File: config.mk
export PLATFORM = sky130hd
export DESIGN_NAME = fifo_ctrl
export DESIGN_NICKNAME = d
export VERILOG_FILES = /design/src/rtl/fifo_pkg.sv /design/src/rtl/fifo_ptr.sv /design/src/rtl/fifo_ctrl.sv
export SDC_FILE = /design/constraint.sdc
export NUM_CORES = 1
export LEC_CHECK = 0
export ABC_AREA = 0
export BUFFER_PORTS_ARGS = -buffer_cell sky130_fd_sc_hd__buf_2
export CAP_MARGIN = 20
export CORE_UTILIZATION = 45
export CTS_CLUSTER_DIAMETER = 150
export DETAILED_ROUTE_END_ITERATION = 8
export GPL_TIMING_DRIVEN = 0
export PLACE_DENSITY = 0.72
export SYNTH_ARGS = -nofsm -noshare
export SYNTH_HDL_FRONTEND = slang
export SYNTH_SLANG_ARGS = --single-unit
File: constraint.sdc
create_clock -name clk -period 2.3 [get_ports clk]
set_clock_uncertainty 0.15 [all_clocks]
set_input_delay 0.23 -clock clk [delete_from_list [all_inputs] [get_ports clk]]
set_output_delay 0.23 -clock clk [all_outputs]
set_load 0.05 [all_outputs]
File: src/rtl/fifo_pkg.sv
// Shared defaults for the FIFO pointer controller and its status-flag bundle.
package fifo_pkg;

   localparam int FIFO_ADDR_W    = 5;
   localparam int FIFO_DEPTH     = 1 << FIFO_ADDR_W;
   localparam int FIFO_AFULL_TH  = 28;
   localparam int FIFO_AEMPTY_TH = 4;

   typedef struct packed {
      logic full;
      logic empty;
      logic afull;
      logic aempty;
   } fifo_flags_t;

endpackage

File: src/rtl/fifo_ptr.sv
// Enable-gated pointer counter carrying an extra wrap bit above the RAM address.
module fifo_ptr
   import fifo_pkg::*;
#(
   parameter int ADDR_W = FIFO_ADDR_W
) (
   input  logic            clk,
   input  logic            rst,
   input  logic            en,
   output logic [ADDR_W:0] ptr
);

   localparam logic [ADDR_W:0] ONE = {{ADDR_W{1'b0}}, 1'b1};

   logic [ADDR_W:0] ptr_d;
   logic [ADDR_W:0] ptr_q;

   // Natural overflow of the ADDR_W+1 bit adder gives the modulo wrap.
   always_comb begin
      ptr_d = ptr_q;
      if (en) begin
         ptr_d = ptr_q + ONE;
      end
   end

   always_ff @(posedge clk) begin
      if (rst) begin
         ptr_q <= '0;
      end else begin
         ptr_q <= ptr_d;
      end
   end

   assign ptr = ptr_q;

endmodule

File: src/rtl/fifo_ctrl.sv
// Pointer and flag controller for a dual-port RAM FIFO; holds no data storage itself.
module fifo_ctrl
   import fifo_pkg::*;
#(
   parameter int ADDR_W    = FIFO_ADDR_W,
   parameter int AFULL_TH  = FIFO_AFULL_TH,
   parameter int AEMPTY_TH = FIFO_AEMPTY_TH
) (
   input  logic            clk,
   input  logic            rst,
   input  logic            push,
   input  logic            pop,
   output logic            w_en,
   output logic [ADDR_W:0] w_addr,
   output logic            r_en,
   output logic [ADDR_W:0] r_addr,
   output logic            rd_valid,
   output logic            full,
   output logic            empty,
   output logic            afull,
   output logic            aempty,
   output logic [ADDR_W:0] count,
   output logic            overflow,
   output logic            underflow
);

   localparam logic [ADDR_W:0] AFULL_V  = (ADDR_W + 1)'(AFULL_TH);
   localparam logic [ADDR_W:0] AEMPTY_V = (ADDR_W + 1)'(AEMPTY_TH);

   logic            push_acc;
   logic            pop_acc;
   logic [ADDR_W:0] w_ptr;
   logic [ADDR_W:0] r_ptr;
   logic [ADDR_W:0] count_w;
   fifo_flags_t     flags;

   logic rd_valid_d;
   logic rd_valid_q;
   logic overflow_d;
   logic overflow_q;
   logic underflow_d;
   logic underflow_q;

   fifo_ptr #(.ADDR_W(ADDR_W)) u_wr_ptr (
      .clk (clk),
      .rst (rst),
      .en  (push_acc),
      .ptr (w_ptr)
   );

   fifo_ptr #(.ADDR_W(ADDR_W)) u_rd_ptr (
      .clk (clk),
      .rst (rst),
      .en  (pop_acc),
      .ptr (r_ptr)
   );

   // A push into a full FIFO is still legal when a pop frees the slot in the same cycle.
   always_comb begin
      count_w      = w_ptr - r_ptr;
      flags.empty  = (w_ptr == r_ptr);
      flags.full   = (w_ptr[ADDR_W] != r_ptr[ADDR_W]) &&
                     (w_ptr[ADDR_W-1:0] == r_ptr[ADDR_W-1:0]);
      flags.afull  = (count_w >= AFULL_V);
      flags.aempty = (count_w <= AEMPTY_V);
      pop_acc      = pop && !flags.empty && !rst;
      push_acc     = push && (!flags.full || pop_acc) && !rst;
   end

   always_comb begin
      rd_valid_d  = pop_acc;
      overflow_d  = overflow_q || (push && !push_acc);
      underflow_d = underflow_q || (pop && !pop_acc);
   end

   always_ff @(posedge clk) begin
      if (rst) begin
         rd_valid_q  <= 1'b0;
         overflow_q  <= 1'b0;
         underflow_q <= 1'b0;
      end else begin
         rd_valid_q  <= rd_valid_d;
         overflow_q  <= overflow_d;
         underflow_q <= underflow_d;
      end
   end

   assign w_en      = push_acc;
   assign r_en      = pop_acc;
   assign w_addr    = w_ptr;
   assign r_addr    = r_ptr;
   assign count     = count_w;
   assign full      = flags.full;
   assign empty     = flags.empty;
   assign afull     = flags.afull;
   assign aempty    = flags.aempty;
   assign rd_valid  = rd_valid_q;
   assign overflow  = overflow_q;
   assign underflow = underflow_q;

endmodule

=== Word level (Yosys, flattened, before mapping) ===
Cells that the tools add are included.

* Reduce and logical (&&, ||, !) cells: 15
* Div/mod/pow operators: 0
* Shift operators: 0
* Order comparisons: 2
* Multiplexer cells: 0
* Add/sub/neg operators: 3
* Eq/ne operators: 3
* Bitwise logic cells: 0
* Multiply operators: 0

{| class="wikitable"
|+ Operator list
! kind !! count
|-
| 6-bit by 1-bit adder with 6-bit output (second input constant) || 2
|-
| 1-bit logical AND || 7
|-
| 6-bit equality test || 1
|-
| 6-bit by 5-bit >= comparator with 1-bit output (second input constant) || 1
|-
| 6-bit by 3-bit less-or-equal comparator with 1-bit output (second input constant) || 1
|-
| 6-bit subtractor || 1
|-
| 5-bit equality test || 1
|-
| 1-bit logical NOT || 5
|-
| 1-bit logical OR || 3
|-
| 1-bit != test || 1
|}

* Input bits: 4
* Bits in latches: 0
* Bits in registers: 15
* Output and inout port bits: 27
* Word-level logic and storage cells: 28
* Bits in writable memories: 0
* Memories: 0
* ROM bits: 0

=== Depth between registers and ports, before layout ===
Gate-level depths: netlist (run 1).

* Depth after elaboration: 10
* Mapped depth: 9
* Mapped depth without buffers: 9

=== Modules after synthesis ===
A second synthesis (run 1) with hierarchy kept.

* Cells, all modules: 106
* Area total of the unflattened synthesis: 919.6 um^2

{| class="wikitable"
|+ By module, submodules not included
! module !! area each (um^2) !! instances !! cells each !! seq. area each (um^2)
|-
| fifo_ptr || 239.0 || 2 || 24 || 120.1
|-
| fifo_ctrl || 441.7 || 1 || 58 || 60.1
|}

=== Least setup slack after synthesis (run 1) ===
Ideal clock, no wire load.

* Path kind: register to output
* From: register u_rd_ptr.ptr_q[1], in the netlist u_rd_ptr.ptr[1]
* To: output port aempty
* Arrival: 3.730 ns
* Setup slack: -1.810 ns
* Required time: 1.920 ns
* Stages on the path, launching flop included: 7
* Buffers on the path: 0
* Path through: dfxtp_1 inv_1 ha_1 nor2b_1 o31ai_1 o211ai_1 nor4_1

* Longest elaborated chain between the ends: 2

{| class="wikitable"
|+ RTL lines
! element !! RTL line !! text
|-
| start: declaration || fifo_ptr.sv:16 || <nowiki>logic [ADDR_W:0] ptr_q;</nowiki>
|-
| start signal: assignment || fifo_ptr.sv:30 || <nowiki>ptr_q <= ptr_d;</nowiki>
|-
| 6-bit subtractor || fifo_ctrl.sv:60 || <nowiki>count_w = w_ptr - r_ptr;</nowiki>
|-
| via count[5] || fifo_ctrl.sv:22 || <nowiki>output logic [ADDR_W:0] count,</nowiki>
|-
| 6-bit by 3-bit less-or-equal comparator with 1-bit output || fifo_ctrl.sv:65 || <nowiki>flags.aempty = (count_w <= AEMPTY_V);</nowiki>
|-
| end: declaration || fifo_ctrl.sv:21 || <nowiki>output logic aempty,</nowiki>
|}

The timed path passes the listed nets, and every way through them passes these cells.

=== Final worst setup path (run 1) ===
* From: register u_rd_ptr.ptr_q[1], in the netlist u_rd_ptr.ptr[1]
* To: output port aempty

* Longest elaborated chain between the ends: 2

{| class="wikitable"
|+ RTL lines
! element !! RTL line
|-
| 6-bit subtractor || fifo_ctrl.sv:60
|-
| 6-bit by 3-bit less-or-equal comparator with 1-bit output || fifo_ctrl.sv:65
|}

No other way between the ends.

==> results of run 1 <==
[power groups by stage]
stage	clock (W)	sequential (W)	combinational (W)
5_1_grt	0.000172	0.000295	0.000968
4_1_cts	0.000155	0.000292	0.000870
6_report	0.000156	0.000292	0.000909
3_5_place_dp	0	0.000304	0.000772
3_3_place_gp	0	0.000302	0.000761
2_1_floorplan	0	0.000359	0.000590
[cells by family after synthesis]
logic type                 Yosys count  share of synthesized area
AOI/OAI and AO/OA                   23                     0.1795
muxes                                1                    0.01040
DFF                                 15                     0.3121
adders and majority gates            8                     0.1118
buffers and inverters               13                    0.05201
and+or+nand+nor                     44                     0.2172
xor gates and xnor gates            12                     0.1170
[cell usage after synthesis (2+ instances only)]
cell type   n  area [um^2]
nor2_1     17        63.81
dfxtp_1    15        300.3
inv_1      10        37.54
a21oi_1     8        40.04
nand2_1     8        30.03
xnor2_1     8        70.07
ha_1        7        87.58
nor3_1      4        20.02
o21ai_0     3        15.01
or3_1       3        18.77
xor2_1      3        26.28
a31oi_1     2        12.51
nand3_1     2        10.01
nand4_1     2        12.51
nor2b_1     2        12.51
o31ai_1     2        15.01
[metrics by stage]
step / TNS [ps] / instance area, um^2
2_1_floorplan: -980.6 / 1180
3_3_place_gp: -111.4 / 1359
3_5_place_dp: -166.2 / 1359
4_1_cts: -837.7 / 1475
5_1_grt: -1264 / 1519
6_report: -744.6 / 1519
[cell usage in the layout (no fill, tap or decap), types with 3 or more instances in the layout]
master     n
buf_2     22
nor2_1    13
dfxtp_4   11
nand2_1    8
buf_4      8
xnor2_1    6
a21oi_1    6
inv_1      5
ha_4       5
buf_6      5
inv_4      4
nor3_1     4
nor2_2     3
o21ai_0    3
or3_1      3
clkbuf_4   3
dfxtp_1    3
[path summary, 6_finish.rpt]
kind	slack, ps	end	depth (start not counted)	startpoint
worst max register to register	110	u_rd_ptr.ptr[5]	9	u_rd_ptr.ptr[2]
worst min-delay path	110	overflow	3	push
worst max-delay path	-330	aempty	7	u_rd_ptr.ptr[1]
worst min register to register	340	overflow	2	overflow
[worst register-to-register path, cell delays in order (launching register included)]
cell and delay (ps):
dfxtp_4 380, inv_4 50, ha_4 230, buf_8 130
nand4_1 180, o31ai_4 100, buf_4 160, or4_1 480
xor2_1 150, nor2_1 50
[layout make-up]
class                   count  area share
clock buffers               4     0.01730
well taps                  27     0.02224
inverters                  10     0.03130
flip-flops and latches     15      0.2257
repair buffers             36      0.1590
plain buffers               3     0.01483
multi-input cells          88      0.5297
[state kept, by name (all words and copies together), names as in the netlist]
name          flops
overflow          1
rd_valid          1
u_rd_ptr.ptr      6
u_wr_ptr.ptr      6
underflow         1
[what timing repair did]
item                       in CTS  in global routing
setup endpoints to repair       7                 11
resized for setup              12                 14
pin swaps                      10                  8
buffers inserted                6                  1
[routing by layer]
metal | GRT usage | vias up | wire length (um)
met5 | 0 | - | 0
met3 | 0.07778 | 4 | 110
met2 | 0.4133 | 25 | 1249
met4 | 0.05556 | 0 | 27
met1 | 0.3266 | 459 | 1224
li1 | - | 485 | -
==> flow_metrics.py, run 1 <==
metrics = {
    "pwr": {
        "finalPower_w": 0.001357,
        "leakagePower_nw": 0.6565,
        "pwr-share-seq": 0.215,
        "cellInternalPower_w": 0.0006693,
        "switching_share": 0.5069,
        "p_per_area_nw_per_um2": 893.6,
        "power_switching_w": 0.0006880,
        "clkPwrFrac": 0.115,
        "ir_drop_mv": 0.7891,
        "pwr-share-comb": 0.670,
    },
    "synth": {
        "synthCells": 116,
        "synthArstFlopShare": 0,
        "syn_nets": 128,
        "synth_edf_count": 0,
        "synth_seq_cells": 15,
        "synth-main-ff-cell": "dfxtp_1",
        "ys_seq_area_frac": 0.3121,
        "synthDistinctLibCells": 36,
        "synth_area_per_cell_um2": 8.295,
        "ys_warn_count": 0,
        "syn-cell-area_um2": 962.2,
    },
    "sta": {
        "slew_headroom": 0.5844,
        "fin_crit_ps": 2629,
        "rsz0062_at_grt": "true",
        "timing.hold.ws_ps": 113.6,
        "setup_ws_ps": -328.7,
        "final_hold_viol_count": 0,
        "fmax_mhz": 380.4,
        "drv_slew": 0,
        "setup_violations": 5,
        "tightestPinTransition_ps": 619.0,
        "fin_crit_sh": 1.143,
    },
    "cells_and_area": {
        "multi_input_area_um2": 804.5,
        "drive_above_1_share": 0.5449,
        "num-fill-cells": 141,
        "final_util": 0.7664,
        "fin_cells": 183,
        "syn_to_final_growth_pct": 57.87,
        "fin_nets": 169,
        "n_antenna_cell": 0,
        "final-seq-area_um2": 342.8,
    },
    "place": {
        "hpwl_um": 1861,
        "io_buffers": 29,
        "place_congestion": 0.8489,
        "placed_cells": 172,
        "dpl_worst_slack_ps": -113.3,
    },
    "detailed_routing": {
        "vias": 973,
        "wl_um": 2613,
        "drtIter0Drc": 16,
        "drc": 0,
        "drt-vias-per-instance": 5.317,
        "wl_per_cell_um": 14.28,
        "route.antenna.remaining_nets": 0,
        "drtPass1Iterations": 4,
    },
    "clocking": {
        "cts_htree_levels": 1,
        "postCtsHoldBufs": 0,
        "clock-root-buffer": "clkbuf_4",
        "cts.path.max_buffers": 2,
        "clock_sinks": 15,
        "clock_latency_ps": 290,
        "cts_tree": "yes",
        "clk_pin_slew_ps": 90,
        "cts-buffers-inserted": 3,
    },
    "floorplan": {
        "die_h_um": 48.24,
        "die_w_um": 48.24,
        "num_rows": 16,
        "core_area_um2": 1982,
        "io_pins": 31,
        "initial_utilization": 0.4855,
        "dieArea_um2": 2327,
    },
    "worst_setup_path": {
        "worst-path-buf-inv": 2,
        "cp_top_family": "simple AND/OR/NAND/NOR gates",
        "critical_path_required_ps": 1920,
        "crit_path_cell_trace": "inv_4 -> ha_4 -> nor2b_4 -> or2_2 -> a32o_2 -> nor4_4 -> buf_6",
        "path_class": "reg2out",
        "start_kind": "flop",
        "crit_path_end_kind": "output port",
        "crit_path_max_incr_delay_ps": 400,
        "arrival_ps": 2250,
        "cp_slowest_cell": "dfxtp_4",
        "path_max_fanout": 5,
    },
    "grt": {
        "groute.usage.overall": 0.2529,
        "grt_pass1_wl_um": 3898,
        "grt_pass1_vias": 845,
        "antenna_found_initial": 0,
        "grt_max_degree": 11,
        "overflow": 0,
    },
    "hold_path": {
        "hold_class": "in2reg",
    },
    "run_status": {
        "status": "finished, violations left",
        "violations": "negative setup slack",
    },
    "flow_run": {
        "drv_cap": 0,
    },
}
No activity file was read; power rests on OpenSTA's default activity.
==> inputs of run 2 (changes only) <==
--- a/config.mk
+++ b/config.mk
@@ -8,11 +8,13 @@
 export ABC_AREA = 0
 export BUFFER_PORTS_ARGS = -buffer_cell sky130_fd_sc_hd__buf_2
 export CAP_MARGIN = 20
-export CORE_UTILIZATION = 45
-export CTS_CLUSTER_DIAMETER = 150
+export CELL_PAD_IN_SITES_DETAIL_PLACEMENT = 1
+export CELL_PAD_IN_SITES_GLOBAL_PLACEMENT = 1
+export CORE_UTILIZATION = 35
+export CTS_CLUSTER_DIAMETER = 100
 export DETAILED_ROUTE_END_ITERATION = 8
 export GPL_TIMING_DRIVEN = 0
-export PLACE_DENSITY = 0.72
+export PLACE_DENSITY_LB_ADDON = 0.1
 export SYNTH_ARGS = -nofsm -noshare
 export SYNTH_HDL_FRONTEND = slang
 export SYNTH_SLANG_ARGS = --single-unit
==> run 2 against run 1 <==
Effect of this change:
- the run still ends with negative setup slack left
- total power up 4.9%
- core utilization decreased by 14 points
- first-iteration DRC count up 6.3%
- worst hold slack got worse by 2.6 ps
- die area grew 27%
- critical path type unchanged
==> flow_metrics.py, run 2 (synthesis gave the netlist of run 1 again) <==
metrics = {
    "grt": {
        "groute.usage.overall": 0.2257,
        "grt_max_degree": 11,
        "antenna_found_initial": 0,
        "overflow": 0,
        "grt_pass1_wl_um": 4657,
        "grt_pass1_vias": 986,
    },
    "detailed_routing": {
        "drtIter0Drc": 17,
        "vias": 1067,
        "drt-vias-per-instance": 5.557,
        "wl_um": 3627,
        "wl_per_cell_um": 18.89,
        "drtPass1Iterations": 4,
        "route.antenna.remaining_nets": 0,
        "drc": 0,
    },
    "worst_setup_path": {
        "path_class": "reg2out",
        "path_max_fanout": 3,
        "crit_path_end_kind": "output port",
        "crit_path_cell_trace": "inv_4 -> ha_4 -> inv_2 -> fa_2 -> a21oi_2 -> nor2_1 -> nor2_2 -> xnor2_4 -> nor4_4 -> buf_6",
        "r2r-start": "u_wr_ptr.ptr[2]",
        "arrival_ps": 2330,
        "cp_slowest_cell": "fa_2",
        "worstSetupStartpoint": "u_wr_ptr.ptr[0]",
        "critical_path_required_ps": 1920,
        "start_kind": "flop",
        "crit_path_max_incr_delay_ps": 400,
    },
    "sta": {
        "fin_crit_sh": 1.176,
        "fin_crit_ps": 2706,
        "setup_violations": 8,
        "rsz0062_at_grt": "true",
        "slew_headroom": 0.5746,
        "tightestPinTransition_ps": 633.6,
        "setup_ws_ps": -405.9,
        "drv_slew": 0,
        "final_hold_viol_count": 0,
        "fmax_mhz": 369.6,
        "timing.hold.ws_ps": 111.0,
    },
    "clocking": {
        "cts-buffers-inserted": 3,
        "clock-root-buffer": "clkbuf_4",
        "cts_htree_levels": 1,
        "clock_sinks": 15,
        "clk_pin_slew_ps": 110,
        "clock_latency_ps": 310,
        "postCtsHoldBufs": 0,
        "cts.path.max_buffers": 2,
        "cts_tree": "yes",
    },
    "run_status": {
        "violations": "negative setup slack",
        "status": "finished, violations left",
    },
    "place": {
        "io_buffers": 29,
        "hpwl_um": 2102,
        "placed_cells": 175,
        "place_congestion": 0.7756,
    },
    "floorplan": {
        "num_rows": 18,
        "io_pins": 31,
        "dieArea_um2": 2963,
        "initial_utilization": 0.3781,
        "die_h_um": 54.43,
        "core_area_um2": 2545,
        "die_w_um": 54.43,
    },
    "cells_and_area": {
        "mostFrequentLayoutCells": "buf_2, nor2_1, buf_4",
        "num-fill-cells": 286,
        "syn_to_final_growth_pct": 65.93,
        "fin_nets": 175,
        "drive_above_1_share": 0.5679,
        "final-seq-area_um2": 342.8,
        "final_common_cell": "buf_2",
        "n_antenna_cell": 0,
        "multi_input_area_um2": 814.5,
        "fin_cells": 192,
    },
    "flow_run": {
        "drv_cap": 0,
    },
    "pwr": {
        "finalPower_w": 0.001424,
        "leakagePower_nw": 0.6944,
        "ir_drop_mv": 0.9434,
        "p_per_area_nw_per_um2": 892.1,
    },
    "hold_path": {
        "min_from": "pop",
        "hold_class": "in2reg",
    },
}
[run 2: stage by stage]
step,util,setup WS [ps],setup TNS [ps],area [um^2]
4_1_cts,0.5919,-389.2,-981.0,1506
2_1_floorplan,-,-479.1,-980.6,1180
3_5_place_dp,0.5354,-155.9,-241.2,1363
3_3_place_gp,0.5354,-110.6,-162.0,1363
5_1_grt,0.6273,-491.8,-2042,1597
6_report,0.6273,-405.9,-1396,1597
[run 2: cell type report]
cell class	count	area share
clock inverters	1	0.004702
clock buffers	3	0.01411
repair buffers	43	0.1983
plain buffers	2	0.004702
well taps	30	0.02351
inverters	10	0.02978
flip-flops and latches	15	0.2147
multi-input cells	88	0.5102
[run 2: worst max-delay path: cells and delay by family (launching register included)]
kind / cells / cell delay (ps)
buffers and inverters: 3 / 300
adder cells (fa/ha/maj): 2 / 520
flip-flops: 1 / 370
AND/OR/NAND/NOR: 3 / 540
AO/OA/AOI/OAI: 1 / 190
XOR/XNOR: 1 / 110
[run 2: path summary, 6_finish.rpt]
kind | to | slack, ps | cells past startpoint
worst max-delay path | aempty | -410 | 10
worst max register to register | u_rd_ptr.ptr[5] | -30 | 9
worst min register to register | underflow | 330 | 2
worst min-delay path | underflow | 110 | 3
[run 2: what timing repair did]
item	4_1_cts	5_1_grt
setup endpoints to repair	7	9
cloned	0	0
pin swaps	11	15
resized for setup	17	10
endpoints found under the hold margin	0	0
buffers inserted	8	8
[run 2: report_power, final]
group | internal (W) | switching (W) | leakage (nW)
Clock | 0.0000665 | 0.000111 | 0.0139
Sequential | 0.000273 | 0.0000238 | 0.131
Combinational | 0.000349 | 0.000601 | 0.550
[run 2: routing by layer]
metal | up-vias | global-route usage | part of all wire
met5 | - | 0 | 0
met4 | 0 | 0.09829 | 0.035
met3 | 12 | 0.03889 | 0.037
met2 | 42 | 0.3801 | 0.50
met1 | 516 | 0.2786 | 0.42
li1 | 497 | - | -
